### config.mk
export PLATFORM = sky130hd
export DESIGN_NAME = lcd_controller_flat
export DESIGN_NICKNAME = d
export VERILOG_FILES = /design/src/rtl/lcd_controller_if.sv /design/src/rtl/lcd_controller.sv /design/src/flat_wrapper.sv
export SDC_FILE = /design/constraint.sdc
export NUM_CORES = 1
export LEC_CHECK = 0
export ABC_AREA = 1
export CAP_MARGIN = 20
export CORE_ASPECT_RATIO = 1.5
export CORE_UTILIZATION = 57
export DETAILED_ROUTE_END_ITERATION = 6
export PLACE_DENSITY = 0.87
export SLEW_MARGIN = 20
export SYNTH_ARGS = -nofsm -noshare
export SYNTH_HDL_FRONTEND = slang
export SYNTH_SLANG_ARGS = --single-unit
export TNS_END_PERCENT = 10
### constraint.sdc
create_clock -name clk -period 2.6 [get_ports clk]
set_clock_uncertainty 0.15 [all_clocks]
set_input_delay 0.26 -clock clk [delete_from_list [all_inputs] [get_ports clk]]
set_output_delay 0.26 -clock clk [all_outputs]
set_load 0.01 [all_outputs]
### src/rtl/lcd_controller_if.sv
// rtl/lcd_controller_if.sv - CPU-side byte request handshake for the character LCD sequencer
interface lcd_controller_if;
    logic       req_valid;
    logic       req_rs;
    logic [7:0] req_data;
    logic       req_ready;

    modport master (
        output req_valid,
        output req_rs,
        output req_data,
        input  req_ready
    );

    modport slave (
        input  req_valid,
        input  req_rs,
        input  req_data,
        output req_ready
    );
endinterface

### src/rtl/lcd_controller.sv
// rtl/lcd_controller.sv - HD44780 8-bit init plus per-byte setup/enable/hold/exec-wait pin sequencer
module lcd_controller #(
    parameter int unsigned POWERUP_CYCLES    = 750000,
    parameter int unsigned SETUP_CYCLES      = 3,
    parameter int unsigned PULSE_CYCLES      = 12,
    parameter int unsigned HOLD_CYCLES       = 2,
    parameter int unsigned CMD_WAIT_CYCLES   = 2000,
    parameter int unsigned CLEAR_WAIT_CYCLES = 82000
) (
    input  logic              clk,
    input  logic              rst_in,
    lcd_controller_if.slave   req,
    output logic              init_done,
    output logic [10:0]       lcd_pins
);

    typedef enum logic [2:0] {
        ST_POWERUP,
        ST_IDLE,
        ST_SETUP,
        ST_PULSE,
        ST_HOLD,
        ST_WAIT
    } state_t;

    localparam logic [19:0] LD_POWERUP = 20'(POWERUP_CYCLES - 1);
    localparam logic [19:0] LD_SETUP   = 20'(SETUP_CYCLES - 1);
    localparam logic [19:0] LD_PULSE   = 20'(PULSE_CYCLES - 1);
    localparam logic [19:0] LD_HOLD    = 20'(HOLD_CYCLES - 1);
    localparam logic [19:0] LD_CMD     = 20'(CMD_WAIT_CYCLES - 1);
    localparam logic [19:0] LD_CLEAR   = 20'(CLEAR_WAIT_CYCLES - 1);
    localparam logic [2:0]  LAST_INIT  = 3'd5;

    state_t      state, state_n;
    logic [19:0] cnt, cnt_n;
    logic [2:0]  init_idx, idx_n;
    logic        cur_rs, cur_rs_n;
    logic [7:0]  cur_data, cur_data_n;
    logic        done_n;
    logic        is_clear;

    function automatic logic [7:0] init_byte(input logic [2:0] idx);
        case (idx)
            3'd0, 3'd1, 3'd2: init_byte = 8'h38;
            3'd3:             init_byte = 8'h0C;
            3'd4:             init_byte = 8'h01;
            default:          init_byte = 8'h06;
        endcase
    endfunction

    // Clear display (0x01) and return home (0x02/0x03) need the long execution wait.
    assign is_clear = !cur_rs && (cur_data[7:2] == 6'd0) && (cur_data[1:0] != 2'd0);

    assign req.req_ready = (state == ST_IDLE) && init_done;

    always_comb begin
        state_n    = state;
        cnt_n      = (cnt != 20'd0) ? cnt - 20'd1 : cnt;
        idx_n      = init_idx;
        cur_rs_n   = cur_rs;
        cur_data_n = cur_data;
        done_n     = init_done;
        case (state)
            ST_POWERUP: begin
                if (cnt == 20'd0) begin
                    state_n    = ST_SETUP;
                    cnt_n      = LD_SETUP;
                    cur_rs_n   = 1'b0;
                    cur_data_n = init_byte(3'd0);
                end
            end
            ST_IDLE: begin
                if (req.req_valid && req.req_ready) begin
                    state_n    = ST_SETUP;
                    cnt_n      = LD_SETUP;
                    cur_rs_n   = req.req_rs;
                    cur_data_n = req.req_data;
                end
            end
            ST_SETUP: begin
                if (cnt == 20'd0) begin
                    state_n = ST_PULSE;
                    cnt_n   = LD_PULSE;
                end
            end
            ST_PULSE: begin
                if (cnt == 20'd0) begin
                    state_n = ST_HOLD;
                    cnt_n   = LD_HOLD;
                end
            end
            ST_HOLD: begin
                if (cnt == 20'd0) begin
                    state_n = ST_WAIT;
                    cnt_n   = is_clear ? LD_CLEAR : LD_CMD;
                end
            end
            ST_WAIT: begin
                if (cnt == 20'd0) begin
                    if (init_done) begin
                        state_n = ST_IDLE;
                    end else if (init_idx == LAST_INIT) begin
                        state_n = ST_IDLE;
                        done_n  = 1'b1;
                    end else begin
                        // Init bytes chain straight into the next SETUP with no IDLE gap.
                        idx_n      = init_idx + 3'd1;
                        cur_rs_n   = 1'b0;
                        cur_data_n = init_byte(init_idx + 3'd1);
                        state_n    = ST_SETUP;
                        cnt_n      = LD_SETUP;
                    end
                end
            end
            default: begin
                state_n = ST_POWERUP;
                cnt_n   = LD_POWERUP;
            end
        endcase
    end

    // Pins are derived from next-state values so they change exactly on state-entry edges.
    always_ff @(posedge clk or negedge rst_in) begin
        if (!rst_in) begin
            state     <= ST_POWERUP;
            cnt       <= LD_POWERUP;
            init_idx  <= 3'd0;
            cur_rs    <= 1'b0;
            cur_data  <= 8'h00;
            init_done <= 1'b0;
            lcd_pins  <= 11'h000;
        end else begin
            state     <= state_n;
            cnt       <= cnt_n;
            init_idx  <= idx_n;
            cur_rs    <= cur_rs_n;
            cur_data  <= cur_data_n;
            init_done <= done_n;
            lcd_pins  <= {cur_rs_n, 1'b0, (state_n == ST_PULSE), cur_data_n};
        end
    end

endmodule

### src/flat_wrapper.sv
// flat-port wrapper written by rule: the top's interface ports become plain ports
module lcd_controller_flat 
#(
    parameter int unsigned POWERUP_CYCLES    = 750000,
    parameter int unsigned SETUP_CYCLES      = 3,
    parameter int unsigned PULSE_CYCLES      = 12,
    parameter int unsigned HOLD_CYCLES       = 2,
    parameter int unsigned CMD_WAIT_CYCLES   = 2000,
    parameter int unsigned CLEAR_WAIT_CYCLES = 82000
)
  (clk, rst_in, init_done, lcd_pins, req_req_valid, req_req_rs, req_req_data, req_req_ready);
  lcd_controller_if req_i ();
  input  logic clk;
  input  logic rst_in;
  output logic init_done;
  output logic [10:0] lcd_pins;
  input wire logic [$bits(req_i.req_valid)-1:0] req_req_valid;
  input wire logic [$bits(req_i.req_rs)-1:0] req_req_rs;
  input wire logic [$bits(req_i.req_data)-1:0] req_req_data;
  output wire logic [$bits(req_i.req_ready)-1:0] req_req_ready;
  assign req_i.req_valid = req_req_valid;
  assign req_i.req_rs = req_req_rs;
  assign req_i.req_data = req_req_data;
  assign req_req_ready = req_i.req_ready;
  lcd_controller #(.POWERUP_CYCLES(POWERUP_CYCLES), .SETUP_CYCLES(SETUP_CYCLES), .PULSE_CYCLES(PULSE_CYCLES), .HOLD_CYCLES(HOLD_CYCLES), .CMD_WAIT_CYCLES(CMD_WAIT_CYCLES), .CLEAR_WAIT_CYCLES(CLEAR_WAIT_CYCLES)) u_core (.clk(clk), .rst_in(rst_in), .req(req_i), .init_done(init_done), .lcd_pins(lcd_pins));
endmodule
Word level (Yosys, flattened, before mapping) --
Cells that the tools add are included.
Storage, ports and cells: register bits 46, bits of input ports 12, output and inout port bits 13, word-level logic and storage cells 71
Operators by class: bitwise logic cells 2, eq/ne operators 11, add/subtract/negate cells 2, muxes and demuxes 35, reductions and logical operators 14
Operator list (count):
- two-way mux 20 bit | 9
- case mux 20 bit (6 select lines) | 1
- two-way mux 8 bit | 5
- case mux 8 bit (3 select lines) | 1
- two-way mux 3 bit | 7
- logical NOT 20 bit | 1
- nonzero test 20 bit | 1
- subtractor 20 x 1 -> 20 bit (second input constant) | 1
- case mux 3 bit (6 select lines) | 1
- case mux 6 bit (3 select lines) | 1
- two-way mux 17 bit | 1
- == test 3 x 2 -> 1 bit (second input constant) | 5
- == test 3 bit (second input constant) | 4
- two-way mux 1 bit | 7
- == test 3 x 1 -> 1 bit (second input constant) | 2
- logical NOT 3 bit | 2
- logical NOT 6 bit | 1
- logical AND 1 bit | 4
- AND reduction 4 bit | 1
- adder 3 x 1 -> 3 bit (second input constant) | 1
- case mux 1 bit (3 select lines) | 1
- OR reduction 3 bit | 1
- two-way mux 2 bit | 1
- inverter 1 bit | 2
- other kinds (3) | 3

Longest topological paths before layout --
Gate-level depths: netlist of run 1.
word-level depth 8, depth in mapped cells 12, gate-level depth less buffers 11

Worst setup path after synthesis of run 1 --
Ideal clock, no wire load.
kind register -> register, from register u_core.cnt[0], to register u_core.cnt[0], arrival time 1.726 ns, period minus slack after synthesis 1.941 ns, library setup time 0.066 ns, slack 0.659 ns, path buffers 2, stages on the path, launching flop included 12, data required time 2.384 ns, path through dfstp_2 > inv_1 > ha_1 > nand2_1 > nor2_1 > nand3_2 > buf_6 > buf_6 > ha_1 > a21oi_1 > nand2_1 > nand4_1
Between the ends: cells in the longest elaborated chain, start to end 6, elaborated cells on any way between the ends 13, those cells by class add/sub: 1; mux: 10; reduce/logical: 2
RTL lines:
- start, declared | line lcd_controller.sv:35 | logic [19:0] cnt, cnt_n;
- start signal, assigned | line lcd_controller.sv:134 | cnt <= cnt_n;
- subtractor 20 x 1 -> 20 bit / nonzero test 20 bit (equally long branches) | line lcd_controller.sv:58 | cnt_n = (cnt != 20'd0) ? cnt - 20'd1 : cnt;
- two-way mux 20 bit | line lcd_controller.sv:58
- two-way mux 20 bit | line lcd_controller.sv:102 | end else if (init_idx == LAST_INIT) begin
- two-way mux 20 bit | line lcd_controller.sv:100 | if (init_done) begin
- two-way mux 20 bit | line lcd_controller.sv:99 | if (cnt == 20'd0) begin
- case mux 20 bit (6 select lines) (*) | line lcd_controller.sv:63 | case (state)
- named net u_core.cnt_n[0] | line lcd_controller.sv:35
The timed path passes the listed nets; every way through them passes the cells marked *. A chain may end at the register's enable or synchronous reset.

Worst setup path in the final report of run 1 --
Same ends and word-level chain as after synthesis.

==> results.md, run 1 <==
- The count of cells along the worst register-to-register path is 10.
- The critical path starts at u_core.cnt[0].
- Dividing the detail-routed via count by the number of cells gives around 5.5.
- TritonCTS built the clock tree.
- The mean instance size in the synthesized netlist is a little over 7 sq um.
- The proportion of layout cells with a drive suffix above 1 is 0.1289.
- The die covers 4721 sq um.
- The worst reg2reg path endpoint is u_core.cnt[0].
- The peak ir drop on the vdd network is about 0.54 mV.
- The first routing iteration left between 70 and 80 violations.
- Compared with the post-synthesis result, the final layout area differs by 15.90%.
- The first-pass GRT wire length is between 10,000 and 15,000 um.
- The biggest cell delay along the critical path is 0.38 ns.
- The number of distinct library cells after synthesis is 37.
- In this run the worst path has a maximum fanout of 11.
- Entering global routing, the biggest net connects 38 pins.
- Setup slack on the worst reg-to-reg path comes out at 0.39 ns.
- Wires add up to between 5000 and 6000 um.
- The critical path goes through inv_1 > ha_1 > nand2_1 > nor2_1 > nand3_2 > buf_4 > ha_1 > a21oi_1 > nand2_1 > nand4_1.
- The number of register bits inferred by synthesis is 37.
- In the final layout, the multi-input gates occupy between 1000 and 1500 sq um.
- Buffers placed on the I/O ports in this run total 23.
- Power spread over the standard cell area amounts to just over 400 nW/um^2.
- The count of nets after finishing is 400.
- The number of instances on the worst hold path is 3.
- The first detailed-routing pass took 4 iterations.
- When the netlist entered floorplanning its net count stood at roughly 370.
- At the pin with the least slew margin, the transition time is about 0.82 ns.
- The sequential cell area in the final layout is roughly 940 sq um.
- The global routing usage summed across all routing layers is 0.2758.
- The count of flip-flops with a built-in enable after synthesis is 0.
- In the final timing run, aggregate negative setup slack is 0 ns.
- The layout has 330 filler cells.
- STA classifies the critical path startpoint as a flip-flop.
- The top cell types in the final layout, fill and taps aside, are sky130_fd_sc_hd__nand2_1, sky130_fd_sc_hd__nor2_1, sky130_fd_sc_hd__inv_1, sky130_fd_sc_hd__dfrtp_1, sky130_fd_sc_hd__nand3_1.
- The number of levels in the clock H-tree is 2.
- The startpoint identified for the worst register-to-register timing path is u_core.cnt[0].
- The most common cell after layout, fill and taps aside is sky130_fd_sc_hd__nand2_1.
- Routability-driven placement finished with a final weighted congestion of 0.9352.
- The tree is rooted in a sky130_fd_sc_hd__clkbuf_8.
- 0 antenna diodes ended up in the layout.
- After synthesis, the cell types taking the most area are sky130_fd_sc_hd__dfrtp_1, sky130_fd_sc_hd__dfstp_2, sky130_fd_sc_hd__nand2_1.
- The sequential fraction of the synthesis area is 0.3719.
- The final count of negative-setup-slack endpoints is 0.
- The final route contains between 2k and 2.5k vias.
- The critical path is of the reg -> reg type.
- After legalization and detailed placement, the total HPWL measured between 4000 and 5000 um.
- The via count of the first global-routing pass is 2,410.
- The cell with the largest stage delay on the worst path is sky130_fd_sc_hd__dfstp_2.
- The tightest min-delay check is of the in -> reg type.
- The total clock sinks is 37.
- STA classifies the critical path endpoint as a flip-flop.
- The total overflow left after global routing is 0.
- Yosys printed 0 warnings.
- The post-synth design cell area is about 2500 sq um.
- The area of the core is 4245 sq um.
- The share of synthesized area in the top cell type comes to 0.2370.
- During I/O placement, the number of pins put on the boundary was 25.
- The count of mapped cells out of synthesis is 351.
- Data on the critical path is required at its endpoint by 2.69 ns.
- After layout, the minimum clock period comes to roughly 2.2 ns.
- Among all flip-flop cells after synthesis, the most frequent one is sky130_fd_sc_hd__dfrtp_1.
- After synthesis, the share of flip-flops with an asynchronous set or reset is 1.000.
- The post-route antenna net violation count is 0.
- The count of standard-cell rows is 29.
- The clock transition at the registers of the reported paths is ~0.08 ns.
- The initial core utilization is 0.5968.
- The final non-filler cell total is ~430.
- The per-cell routed wire length is between 10 and 15 um.
- The total count of max-transition violations in the final report came to 0.
- At the worst endpoint, the arrival time is 2.30 ns.
- The max-cap violation count is 0.
- Setup repair after global routing left no endpoint under its margin.
- The initial antenna violation count is 0.
- The height of the die is between 80 and 90 um.
- From left edge to right edge, the die measures 56.44 um.
- The run finished with clean final reports.
- The number of cells in the design after placement is approximately 420.
- The capturing element of the worst setup path is u_core.cnt[0].
- The relative slew slack is 0.4538.
- sky130_fd_sc_hd__dfrtp_1 takes more of the synthesized area than any other cell.
- Static timing analysis puts the maximum clock frequency at ~450 MHz.
- In the finished design, the share of the clock period the worst path needs comes to 0.8483.
- The later-pin clock latency in the skew report is around 0.3 ns.
- The source of the worst hold timing path is req_req_data[6].
- The number of remaining DRC errors is 0.
- For this design the static power due to leakage is ~1.4 nW.
- The final-report hold violation count was 0.
- The buffer depth of the longest clock path is 2.
- Buffers inserted during clock tree synthesis total 5.
==> power breakdown <==
part	leakage, nW	switching, W	internal (W)
Combinational	0.896	0.0000137	0.0000144
Clock	0.0681	0.000220	0.000381
Sequential	0.425	0	0.000576
==> what timing repair did <==
item	4_1_cts	5_1_grt
hold endpoints to repair	24	0
hold buffers	1	0
gates resized for setup	0	0
setup buffers	0	0
==> stage by stage <==
step           cell area (sq um)  setup WS (ns)    util  total power [W]  hold WS (ns)
2_1_floorplan               2534         0.6587       -        0.0005885       -0.1856
3_3_place_gp                2793         0.5126  0.6578        0.0006144        0.2513
3_5_place_dp                2793         0.4412  0.6578        0.0006149        0.2664
4_1_cts                     2937         0.4239  0.6917         0.001213        0.3444
5_1_grt                     2937         0.2336  0.6917         0.001230        0.3888
6_report                    2937         0.3945  0.6917         0.001205        0.3454
==> worst min path at each step <==
stage / end / slack (ns)
6_report: flip-flop / 0.35
5_1_grt: flip-flop / 0.39
4_1_cts: flip-flop / 0.34
3_5_place_dp: u_core.cnt[15] / 0.27
3_3_place_gp: u_core.lcd_pins[8] / 0.25
2_1_floorplan: asynchronous set/reset pin / -0.19
==> cell usage after synthesis, types with 2 or more instances <==
library cell,count
sky130_fd_sc_hd__nand3_2,3
sky130_fd_sc_hd__buf_6,2
sky130_fd_sc_hd__o21ai_0,19
sky130_fd_sc_hd__nor2_1,58
sky130_fd_sc_hd__nand2_1,88
sky130_fd_sc_hd__nor2_2,7
sky130_fd_sc_hd__dfstp_2,13
sky130_fd_sc_hd__xnor2_1,8
sky130_fd_sc_hd__a21oi_1,9
sky130_fd_sc_hd__xor2_1,8
sky130_fd_sc_hd__nor2_4,2
sky130_fd_sc_hd__buf_4,2
sky130_fd_sc_hd__dfrtp_1,24
sky130_fd_sc_hd__nand3_1,23
sky130_fd_sc_hd__inv_1,35
sky130_fd_sc_hd__nor3_1,6
sky130_fd_sc_hd__nand3b_1,2
sky130_fd_sc_hd__a21o_1,2
sky130_fd_sc_hd__ha_1,9
sky130_fd_sc_hd__nand2_2,4
sky130_fd_sc_hd__inv_2,5
sky130_fd_sc_hd__nand4_1,7
==> routing by layer <==
layer,track usage,share of wire,vias up
li1,-,-,1170
met1,0.2772,0.37,1059
met2,0.5155,0.54,84
met3,0.03876,0.046,27
met4,0.1663,0.044,0
met5,0,0,-
==> cell type report <==
| type | instances | area share |
|---|---|---|
| clock buffer | 5 | 0.02343 |
| clock inverter | 3 | 0.02216 |
| inverter | 40 | 0.05113 |
| multi-input combinational | 268 | 0.4751 |
| sequential | 37 | 0.3208 |
| tap | 46 | 0.01960 |
| timing repair buffer | 27 | 0.08777 |
==> cells by family (layout without fill, tap and decap cells) <==
kind of cell / count (synthesis) / after routing / synth area share
adder cells (fa/ha/maj): 9 / 9 / 0.04445
AO/OA/AOI/OAI: 37 / 37 / 0.08790
flip-flops: 37 / 37 / 0.3719
AND/OR/NAND/NOR: 205 / 205 / 0.3615
XOR/XNOR: 16 / 16 / 0.05531
buffers and inverters: 46 / 75 / 0.07753
other: 1 / 1 / 0.001480
==> worst max-delay path, delay by kind of cell (launching register included) <==
kind                       cells  cell delay [ns]
AOI/OAI and AO/OA              1             0.12
adders and majority gates      2             0.47
buffers and inverters          2             0.40
DFF                            1             0.38
and+or+nand+nor                5             0.62
Note: power is estimated with default switching activity, not from simulation.
==> run 2, diff against run 1 <==
==> constraint.sdc (replaced) <==
create_clock -name clk -period 2.2 [get_ports clk]
set_clock_uncertainty 0.15 [all_clocks]
set_input_delay 0.22 -clock clk [delete_from_list [all_inputs] [get_ports clk]]
set_output_delay 0.22 -clock clk [all_outputs]
set_load 0.01 [all_outputs]
==> results.md, run 2 (synthesized netlist as in run 1, its figures left out) <==
- The post-placement setup slack is 0.01856 ns (-0.4227 ns).
- The power per standard cell area is 445.3 nW/um^2 (+8.5%).
- The count of cells along the worst register-to-register path is 8 (-2).
- The count of vias placed by the detailed router is 2,434 (+4.0%).
- The per-cell routed wire length is 14.80 um (+6.4%).
- The beginning of the worst register-to-register path is u_core.cnt[9].
- The setup slack of the most critical reg-to-reg path is 0.14 ns (-0.25 ns).
- The via count of the first global-routing pass is 2,521 (+4.6%).
- The via density per instance is 5.608 (+2.1%).
- The number of levels in the clock H-tree is 2 (unchanged).
- The arrival time at the worst endpoint is 1.73 ns (-0.57 ns).
- The count of input and output buffers is 23 (unchanged).
- The max-cap violation count is 0 (unchanged).
- The total count of max-transition violations in the final report came to 0 (unchanged).
- The first-pass GRT wire length is 10,840 um (+6.5%).
- The endpoint kind of the worst setup timing path is an output port.
- The number of instances on the worst hold path came to 3 (unchanged).
- The last weighted congestion value of the routability-driven placer was 0.9367 (+0.16%).
- The initial antenna violation count is 0 (unchanged).
- The critical path goes through nor2_2 > nand2_1 > nor2_4 > clkdlybuf4s50_1.
- Dividing the final minimum period by the clock period gives 0.9529.
- The number of remaining DRC errors is 0 (unchanged).
- The DRC violation total after the first TritonRoute iteration is 86 (+18%).
- The required time at the worst-slack endpoint is 1.83 ns (-0.86 ns).
- The maximum fanout encountered on the critical timing path is 5 (-6).
- The relative slew slack is 0.4325 (-0.02127).
- The global routing usage summed across all routing layers is 0.2942 (+0.01835).
- The pin slew with the least headroom to its limit is 0.8513 ns (+0.03190 ns).
- The full die area is 4721 sq um (unchanged).
- The horizontal die dimension was 56.44 um (unchanged).
- The detailed placement HPWL came to 4740 um (+3.5%).
- The clock tree root buffer cell is sky130_fd_sc_hd__clkbuf_8.
- Setup repair after global routing left no endpoint under its margin.
- The area of the core came to 4245 sq um (unchanged).
- The total clock sinks came to 37 (unchanged).
- The total leakage power is 1.415 nW (+1.9%).
- The endpoint identified for the worst register-to-register timing path is u_core.cnt[6].
- The type of the tightest min-delay check is in -> reg.
- The library cell used most frequently in the layout, excluding fill and tap cells, is sky130_fd_sc_hd__nand2_1.
- Timing would allow up to roughly 480 MHz.
- The clock buffer count from CTS is 5 (unchanged).
- The global-route track usage on met2 is 0.5305 (+0.01497).
- The buffer depth of the longest clock path is 2 (unchanged).
- Compared with the post-synthesis result, the final layout area differs by 18.42%.
- The run finished with clean final reports.
- The number of top-level pins is 25 (unchanged).
- The peak ir drop on the vdd network came to 0.5192 mV (-4.4%).
- The proportion of layout cells with a drive suffix above 1 is 0.1572 (+0.02827).
- The height of the die is 83.66 um (unchanged).
- The routing usage on met3 is 0.05271 (+0.01395).
- The final count of negative-setup-slack endpoints is 0 (unchanged).
- The total inserted antenna cells came to 0 (unchanged).
- The final sum of negative setup slack is 0 ns (unchanged).
- The initial core utilization came to 0.5968 (unchanged).
- The final-report hold violation count is 0 (unchanged).
- The count of nets after finishing is 408 (+2.0%).
- The worst setup path is launched from a flip-flop.
- The final critical-path setup slack is 0.1036 ns (-0.2910 ns).
- The highest-utilization routing layer at the global route stage is met2.
- The clock tree from TritonCTS is built.
- The clock transition at the registers of the reported paths is 0.08 ns (about the same).
- The post-route antenna net violation count is 0 (unchanged).
- The critical path class is reg -> out.
- In this run the worst setup path terminates at req_req_ready.
- The largest net degree at the start of global routing is 38 (unchanged).
- The iteration count of the initial detailed-routing pass is 4 (unchanged).
- The sum of routed wire length over all layers is 6424 um (+8.4%).
- Subtracting the final worst setup slack from the clock period gives approximately 2.1 ns.
- The launch point of the worst path is u_core.state[1].
- Among all stages on the critical path, the largest delay is contributed by sky130_fd_sc_hd__clkdlybuf4s50_1.
- Leaving out fill and tap cells, the most frequent cells in the layout are sky130_fd_sc_hd__nand2_1, sky130_fd_sc_hd__nor2_1, sky130_fd_sc_hd__inv_1, sky130_fd_sc_hd__nand3_1, sky130_fd_sc_hd__dfrtp_1.
- The count of standard-cell rows is 29 (unchanged).
- The later-pin clock latency in the skew report came to 0.29 ns (about the same).
- The total global routing overflow is 0 (unchanged).
- The global routing usage on met1 was 0.2944 (+0.01714).
- The biggest cell delay along the critical path is 0.53 ns (+0.15 ns).
- The setup fix buffers added after clock tree synthesis was 0 (unchanged).
## run 2: critical path, delay by kind of cell (launching register included)
kind | cells | cell delay (ns)
buffers and inverters | 1 | 0.53
AND/OR/NAND/NOR | 3 | 0.46
flip-flops | 1 | 0.44
## run 2: how the worst min path moves through the flow
stage | start | to | slack, ns
after floorplan | rst_in | asynchronous set/reset pin | -0.23
after global placement | rst_in | u_core.lcd_pins[8] | 0.22
after detailed placement | rst_in | u_core.cnt[18] | 0.22
after CTS | req_req_data[6] | flip-flop | 0.31
after global routing | req_req_data[6] | flip-flop | 0.33
final | req_req_data[6] | flip-flop | 0.32
## run 2: per-layer routing
layer  wire [um]  vias to the layer above
li1            -                     1182
met1        2393                     1139
met2        3441                       82
met3         266                       31
met4         323                        0
met5           0                        -
## run 2: what timing repair did
item	4_1_cts	5_1_grt
setup endpoints to repair	0	24
hold buffers	1	0
endpoints found under the hold margin	24	0
resized for setup	0	5
## run 2: report_power, final
group	internal [W]	switching [W]	total [W]
Sequential	0.000681	0	0.000681
Clock	0.000369	0.000253	0.000622
Combinational	0.0000171	0.0000166	0.0000336
## run 2: layout make-up
cell class / instances / area [sq um]
repair buffers: 35 / 317.8
multi-input cells: 268 / 1411
flip-flops and latches: 37 / 943.4
well taps: 46 / 57.56
fillers: 324 / 1245
inverters: 40 / 150.1
clock inverters: 2 / 37.54
clock buffers: 6 / 82.58
## run 2: stage by stage
step | power, W | utilization | cell area, sq um | cells | hold WS [ns]
floorplan | 0.0006955 | - | 2534 | 351 | -0.2256
CTS | 0.001350 | 0.7026 | 2983 | 434 | 0.3116
global placement | 0.0007262 | 0.6720 | 2853 | 425 | 0.2169
finish | 0.001336 | 0.7067 | 3000 | 434 | 0.3209
global route | 0.001377 | 0.7067 | 3000 | 434 | 0.3312
detailed placement | 0.0007266 | 0.6720 | 2853 | 425 | 0.2207
